===== src/rtl/seven_seg_pkg.sv =====
// seven_seg_pkg: segment codes (active-low {A..G}, A = bit 6) and capture FSM state encodings
// latency: n/a (constants only)
// backpressure: n/a
package seven_seg_pkg;

    localparam logic [6:0] SEG_0     = 7'h01;
    localparam logic [6:0] SEG_1     = 7'h4F;
    localparam logic [6:0] SEG_2     = 7'h12;
    localparam logic [6:0] SEG_3     = 7'h06;
    localparam logic [6:0] SEG_4     = 7'h4C;
    localparam logic [6:0] SEG_5     = 7'h24;
    localparam logic [6:0] SEG_6     = 7'h20;
    localparam logic [6:0] SEG_7     = 7'h0F;
    localparam logic [6:0] SEG_8     = 7'h00;
    localparam logic [6:0] SEG_9     = 7'h0C;
    localparam logic [6:0] SEG_A     = 7'h08;
    localparam logic [6:0] SEG_B     = 7'h60;
    localparam logic [6:0] SEG_C     = 7'h31;
    localparam logic [6:0] SEG_D     = 7'h42;
    localparam logic [6:0] SEG_E     = 7'h30;
    localparam logic [6:0] SEG_F     = 7'h38;
    localparam logic [6:0] SEG_BLANK = 7'h7F;

    localparam logic [1:0] S_WAIT    = 2'd0;
    localparam logic [1:0] S_SETTLE  = 2'd1;
    localparam logic [1:0] S_HOLD    = 2'd2;

endpackage


===== src/rtl/seven_seg_encoder.sv =====
// seven_seg_encoder: active-low segment pattern -> hex nibble, with blank / unknown-pattern flags
// latency: combinational
// backpressure: none
// ports: seg_n[6:0] in; nibble[3:0], blank, err out (nibble is 0 whenever blank or err)
module seven_seg_encoder
    import seven_seg_pkg::*;
(
    input  logic [6:0] seg_n,
    output logic [3:0] nibble,
    output logic       blank,
    output logic       err
);

    always_comb begin
        nibble = 4'h0;
        blank  = 1'b0;
        err    = 1'b0;
        case (seg_n)
            SEG_0:     nibble = 4'h0;
            SEG_1:     nibble = 4'h1;
            SEG_2:     nibble = 4'h2;
            SEG_3:     nibble = 4'h3;
            SEG_4:     nibble = 4'h4;
            SEG_5:     nibble = 4'h5;
            SEG_6:     nibble = 4'h6;
            SEG_7:     nibble = 4'h7;
            SEG_8:     nibble = 4'h8;
            SEG_9:     nibble = 4'h9;
            SEG_A:     nibble = 4'hA;
            SEG_B:     nibble = 4'hB;
            SEG_C:     nibble = 4'hC;
            SEG_D:     nibble = 4'hD;
            SEG_E:     nibble = 4'hE;
            SEG_F:     nibble = 4'hF;
            SEG_BLANK: blank  = 1'b1;
            default:   err    = 1'b1;
        endcase
    end

endmodule


===== src/rtl/seven_seg_scan_capture.sv =====
// seven_seg_scan_capture: reads back a multiplexed active-low 7-seg bus into NUM_DIGITS-nibble frames
// latency: last digit's first stable cycle t -> frame_valid from cycle t+SETTLE_CYCLES+1
// backpressure: frame held while frame_valid && !frame_ready; a frame completing then is dropped, overflow set
// ports: clk, rst (sync, active-high); seg_n[6:0], an_n[NUM_DIGITS-1:0] scan bus in;
//        frame_data/frame_blank/frame_err/frame_valid out, frame_ready in; overflow sticky out
module seven_seg_scan_capture
    import seven_seg_pkg::*;
#(
    parameter int NUM_DIGITS    = 4,
    parameter int SETTLE_CYCLES = 8,
    parameter int CNT_W         = 4
) (
    input  logic                    clk,
    input  logic                    rst,
    input  logic [6:0]              seg_n,
    input  logic [NUM_DIGITS-1:0]   an_n,
    output logic [4*NUM_DIGITS-1:0] frame_data,
    output logic [NUM_DIGITS-1:0]   frame_blank,
    output logic [NUM_DIGITS-1:0]   frame_err,
    output logic                    frame_valid,
    input  logic                    frame_ready,
    output logic                    overflow
);

    logic [1:0]              state;
    logic [NUM_DIGITS-1:0]   sel_q;      // latched an_n of the current window (active-low)
    logic [6:0]              seg_q;      // latched seg_n of the current window
    logic [CNT_W-1:0]        cnt;
    logic [NUM_DIGITS-1:0]   mask;
    logic [4*NUM_DIGITS-1:0] slot_data;
    logic [NUM_DIGITS-1:0]   slot_blank;
    logic [NUM_DIGITS-1:0]   slot_err;

    logic [NUM_DIGITS-1:0]   sel_act;
    logic                    one_sel;
    logic                    changed;
    logic                    restart;
    logic                    sample;
    logic                    mask_full;
    logic                    slot_free;
    logic [3:0]              enc_nibble;
    logic                    enc_blank;
    logic                    enc_err;

    // Sampling happens only when seg_n equals seg_q, so the latched copy is what gets encoded.
    seven_seg_encoder u_enc (
        .seg_n  (seg_q),
        .nibble (enc_nibble),
        .blank  (enc_blank),
        .err    (enc_err)
    );

    always_comb begin
        sel_act   = ~an_n;
        // exactly one select low: non-zero and a power of two
        one_sel   = (sel_act != '0) && ((sel_act & (sel_act - NUM_DIGITS'(1))) == '0);
        changed   = (an_n != sel_q) || (seg_n != seg_q);
        sample    = (state == S_SETTLE) && !changed && (cnt == CNT_W'(SETTLE_CYCLES - 1));
        mask_full = &mask;
        slot_free = !frame_valid || frame_ready;
        // restart = evaluate the bus as a fresh window this cycle
        case (state)
            S_WAIT:   restart = 1'b1;
            S_SETTLE: restart = changed;
            S_HOLD:   restart = (an_n != sel_q);
            default:  restart = 1'b1;
        endcase
    end

    always_ff @(posedge clk) begin
        if (rst) begin
            state <= S_WAIT;
            sel_q <= '1;
            seg_q <= SEG_BLANK;
            cnt   <= '0;
        end else if (restart) begin
            if (one_sel) begin
                sel_q <= an_n;
                seg_q <= seg_n;
                cnt   <= CNT_W'(1);
                state <= S_SETTLE;
            end else begin
                cnt   <= '0;
                state <= S_WAIT;
            end
        end else if (sample) begin
            state <= S_HOLD;
        end else if (state == S_SETTLE) begin
            cnt <= cnt + CNT_W'(1);
        end
    end

    always_ff @(posedge clk) begin
        if (rst) begin
            mask        <= '0;
            slot_data   <= '0;
            slot_blank  <= '0;
            slot_err    <= '0;
            frame_data  <= '0;
            frame_blank <= '0;
            frame_err   <= '0;
            frame_valid <= 1'b0;
            overflow    <= 1'b0;
        end else begin
            for (int i = 0; i < NUM_DIGITS; i++) begin
                if (sample && !sel_q[i]) begin
                    slot_data[4*i +: 4] <= enc_nibble;
                    slot_blank[i]       <= enc_blank;
                    slot_err[i]         <= enc_err;
                end
            end

            // a capture landing on the completion cycle starts the next frame
            mask <= (mask_full ? '0 : mask) | (sample ? ~sel_q : '0);

            if (mask_full) begin
                if (slot_free) begin
                    frame_data  <= slot_data;
                    frame_blank <= slot_blank;
                    frame_err   <= slot_err;
                    frame_valid <= 1'b1;
                end else begin
                    overflow    <= 1'b1;
                end
            end else if (frame_ready) begin
                frame_valid <= 1'b0;
            end
        end
    end

endmodule


===== config.mk =====
export PLATFORM = sky130hd
export DESIGN_NAME = seven_seg_scan_capture
export DESIGN_NICKNAME = d
export VERILOG_FILES = /design/src/rtl/seven_seg_pkg.sv /design/src/rtl/seven_seg_encoder.sv /design/src/rtl/seven_seg_scan_capture.sv
export SDC_FILE = /design/constraint.sdc
export NUM_CORES = 1
export LEC_CHECK = 0
export ABC_CLOCK_PERIOD_IN_PS = 3300
export CORE_MARGIN = 4
export CORE_UTILIZATION = 35
export DETAILED_ROUTE_END_ITERATION = 10
export GPL_TIMING_DRIVEN = 1
export PLACE_DENSITY = 0.52
export REMOVE_ABC_BUFFERS = 1
export SYNTH_ARGS = -nofsm -noshare
export SYNTH_HDL_FRONTEND = slang
export SYNTH_SLANG_ARGS = --single-unit

===== constraint.sdc =====
create_clock -name clk -period 3.3 [get_ports clk]
set_input_delay 0.825 -clock clk [delete_from_list [all_inputs] [get_ports clk]]
set_output_delay 0.825 -clock clk [all_outputs]
set_load 0.03 [all_outputs]

==> PnR_summary.wiki <==
{| class="wikitable"
! Metric !! Value
|-
| Wire length of the first global-routing pass || between 10 and 15 mm
|-
| Worst setup SP type || primary input
|-
| Class of the tightest hold or removal check || flip-flop to flip-flop
|-
| Number of distinct library cells after synthesis || 55
|-
| Per-cell via count in the routed design || just over 5
|-
| Min cycle time layout || approximately 2.7 ns
|-
| Reported leakage power || around 1.4 nW
|-
| Area of the core || around 9400 µm²
|-
| Port Buffer Count || 39
|-
| Clock latency at the later pin of the worst-skew pair || approximately 0.34 ns
|-
| Detail-routed net length per standard cell || about 14 µm
|-
| Hold Vio Cnt, Final || 0
|-
| Post-cts sizing count || 0
|-
| Leading register cell type out of synthesis || sky130_fd_sc_hd__dfxtp_1
|-
| Total of fill cells in the finished design || 993
|-
| Finished Core Util || 0.438
|-
| Post-synthesis instance area || approximately 3400 µm²
|-
| Final hold slack || 0.454 ns
|-
| Sum of routed wire length over all layers || around 8.1 mm
|-
| Starting Density || 0.363
|-
| Number of clock sinks || 71
|-
| Largest registers in the final layout || frame_data: 16 flops, slot_data: 16 flops, seg_q: 7 flops
|-
| Share of synthesized area occupied by flip-flops and latches || 0.417
|-
| Overall Global Routing Usage || 0.149
|-
| Clock tree from TritonCTS || built
|-
| Syn Area/Cell || between 8 and 9 µm²
|-
| Maxcap violations || 0
|-
| Via count of the first global-routing pass || roughly 2.7k
|-
| Congestion Overflow GR || 0
|-
| Final Slew Violations || 0
|-
| RD Place Congestion || roughly 0.8
|-
| Peak fanout along the critical path || 7
|-
| CTS max path bufs || 2
|-
| Required time at the worst-slack endpoint || between 3 and 4 ns
|-
| Layout net count || approximately 460
|-
| Length of the first detailed-routing pass in iterations || 4
|-
| Number of enable-type register cells in the synthesized netlist || 0
|-
| Number of instances in the synthesized netlist || between 400 and 500
|-
| Post-synthesis register bit count || 71
|-
| Maximum number of pins on one net before global-route repair || 73
|-
| DRC violations left || 0
|-
| Root buffer selected by CTS || sky130_fd_sc_hd__clkbuf_8
|-
| Number of nets with antenna violations after detailed routing || 0
|-
| Worst setup EP type || flip-flop
|-
| Clock transition time at the flip-flop clock pins of the worst setup and hold paths || 0.08 ns
|-
| # IOs || 40
|-
| Areal power density over the cells || ~430 nW/µm²
|-
| Vias || 2943
|-
| Total CTS buffers || 9
|-
| 1st-iter DRT viols || approximately 200
|-
| Final non-filler cell total || around 580
|-
| Run status || finished clean
|-
| Final setup fails || 0
|-
| Worst Clk Skew || about 0.009 ns
|-
| Layout overhead on the synthesized area || 20.6%
|-
| Critical Setup Path Class || primary input to flip-flop
|-
| Hpwl dp || around 5.6 mm
|-
| ANT cells || 0
|-
| Share of the clock period used by the worst path after layout || 0.831
|-
| Slew headroom || 0.514
|-
| Width of the die || between 100 and 150 µm
|-
| Max VDD drop || roughly 0.18 mV
|-
| Accumulated negative setup slack || 0 ns
|-
| Deepest level of the CTS H-tree || 3
|-
| Yosys synthesis warning count || 0
|-
| Floorplan die height || around 110 µm
|-
| Actual transition at the worst max-transition pin || between 0.7 and 0.8 ns
|-
| CTS Hold Buffers Added || 0
|-
| Async set-reset flop share out of synthesis || 0
|-
| Fmax || between 300 and 400 MHz
|-
| Buffers inserted during post-CTS setup optimization || 0
|-
| Data arrival at the endpoint of the critical path || 2.97 ns
|-
| DIE AREA || about 11000 µm²
|-
| Instance count after placement with tap cells included || 562
|-
| Number of antenna violations at the first check in global routing || 0
|-
| Proportion of layout cells with a drive suffix above 1 || 0.0824
|-
| Number of rows created at floorplan || 35
|-
| RSZ-0062 raised after global routing || no
|}
[kinds of logic after synthesis]
| kind of cell | count (synthesis) | share of synthesized area |
|---|---|---|
| buf+inv | 47 | 0.0588 |
| xor+xnor | 16 | 0.0412 |
| flops | 71 | 0.417 |
| compound gates | 99 | 0.184 |
| fa+ha+maj | 3 | 0.0110 |
| simple gates | 176 | 0.273 |
| mux | 5 | 0.0147 |
[through the flow]
step,area [µm²],setup slack [ns],power [mW]
global placement,3910,0.231,1.11
finish,4110,0.559,1.78
detailed placement,3910,0.192,1.12
floorplan,3240,0.581,1.03
global route,4110,0.489,1.87
CTS,4110,0.568,1.80
[critical path, stage by stage]
cell and delay, ns:
sky130_fd_sc_hd__clkdlybuf4s50_1 0.43, sky130_fd_sc_hd__xor2_1 0.17, sky130_fd_sc_hd__or4_1 0.70, sky130_fd_sc_hd__nor3_2 0.22
sky130_fd_sc_hd__o21ai_1 0.12, sky130_fd_sc_hd__buf_4 0.17, sky130_fd_sc_hd__a221o_1 0.33
[area by class of cell]
type | instances | area [µm²] | area share
Clock inverter | 6 | 68.8 | 0.0168
Multi-Input combinational cell | 299 | 1780 | 0.434
Timing Repair Buffer | 54 | 510 | 0.124
Clock buffer | 10 | 128 | 0.0311
Tap cell | 129 | 161 | 0.0393
Sequential cell | 71 | 1420 | 0.346
Inverter | 9 | 33.8 | 0.00823
[path summary, 6_finish.rpt]
path                                   start                     endpoint  slack [ns]  cells after the start
setup reg to reg       sel_q[1]$_SDFFE_PP1P_        sel_q[0]$_SDFFE_PP1P_        0.95                      6
setup / recovery                     an_n[1]        sel_q[0]$_SDFFE_PP1P_        0.56                      7
hold reg to reg   slot_data[10]$_SDFFE_PP0P_  frame_data[10]$_SDFFE_PP0P_        0.45                      2
hold / removal    slot_data[10]$_SDFFE_PP0P_  frame_data[10]$_SDFFE_PP0P_        0.45                      2
[layout by cell type, fill, tap and decap left out, drive strengths merged, types with 4 or more instances in the layout]
cell type,netlist,layout
nand2b,11,11
xor2,7,7
nand3,11,11
nor2,7,7
o21ai,11,11
inv,9,10
and2,10,10
clkbuf,30,10
nor4,12,12
a21oi,55,55
or3,5,5
buf,8,16
or4,4,4
dfxtp,71,71
nand2,70,70
xnor2,9,9
nor3,28,28
clkdlybuf4s50,0,38
a221o,11,11
mux2i,5,5
[layer usage]
metal / global-route usage / up-vias / wire [µm]
li1: - / 1543 / -
met1: 0.201 / 1318 / 3910
met2: 0.230 / 70 / 3670
met3: 0.0409 / 12 / 404
met4: 0.0475 / 0 / 107
met5: 0 / - / 0
[synth_stat cells (2+ instances only)]
cell                       instances  area, µm²
sky130_fd_sc_hd__a211oi_1          2       15.0
sky130_fd_sc_hd__a21oi_1          54        270
sky130_fd_sc_hd__a221o_1          11        110
sky130_fd_sc_hd__a311oi_1          2       17.5
sky130_fd_sc_hd__a32oi_1           2       17.5
sky130_fd_sc_hd__and2_1           10       62.6
sky130_fd_sc_hd__and4_1            2       17.5
sky130_fd_sc_hd__buf_2             4       20.0
sky130_fd_sc_hd__buf_6             2       22.5
sky130_fd_sc_hd__clkbuf_1         30        113
sky130_fd_sc_hd__dfxtp_1          71       1420
sky130_fd_sc_hd__ha_1              3       37.5
sky130_fd_sc_hd__inv_1             9       33.8
sky130_fd_sc_hd__mux2i_1           5       50.1
sky130_fd_sc_hd__nand2_1          70        263
sky130_fd_sc_hd__nand2b_1         11       68.8
sky130_fd_sc_hd__nand3_1          11       55.1
sky130_fd_sc_hd__nand3b_1          2       15.0
sky130_fd_sc_hd__nand4_1           3       18.8
sky130_fd_sc_hd__nor2_1            7       26.3
sky130_fd_sc_hd__nor3_1           27        135
sky130_fd_sc_hd__nor3b_1           3       22.5
sky130_fd_sc_hd__nor4_1           10       62.6
sky130_fd_sc_hd__nor4_4            2       42.5
sky130_fd_sc_hd__nor4bb_1          2       20.0
sky130_fd_sc_hd__o21ai_0          10       50.1
sky130_fd_sc_hd__o22ai_1           3       18.8
sky130_fd_sc_hd__or3_1             5       31.3
sky130_fd_sc_hd__or4_1             4       30.0
sky130_fd_sc_hd__xnor2_1           9       78.8
sky130_fd_sc_hd__xor2_1            7       61.3
[where the power goes]
group          leakage, nW  switching, mW  internal [mW]  total [mW]
registers            0.574         0.0480          0.870       0.918
clock network       0.0968          0.329          0.353       0.682
logic                0.729         0.0942         0.0813       0.175
total                 1.40          0.471           1.30        1.78
Note: power is estimated with default switching activity, not from simulation.
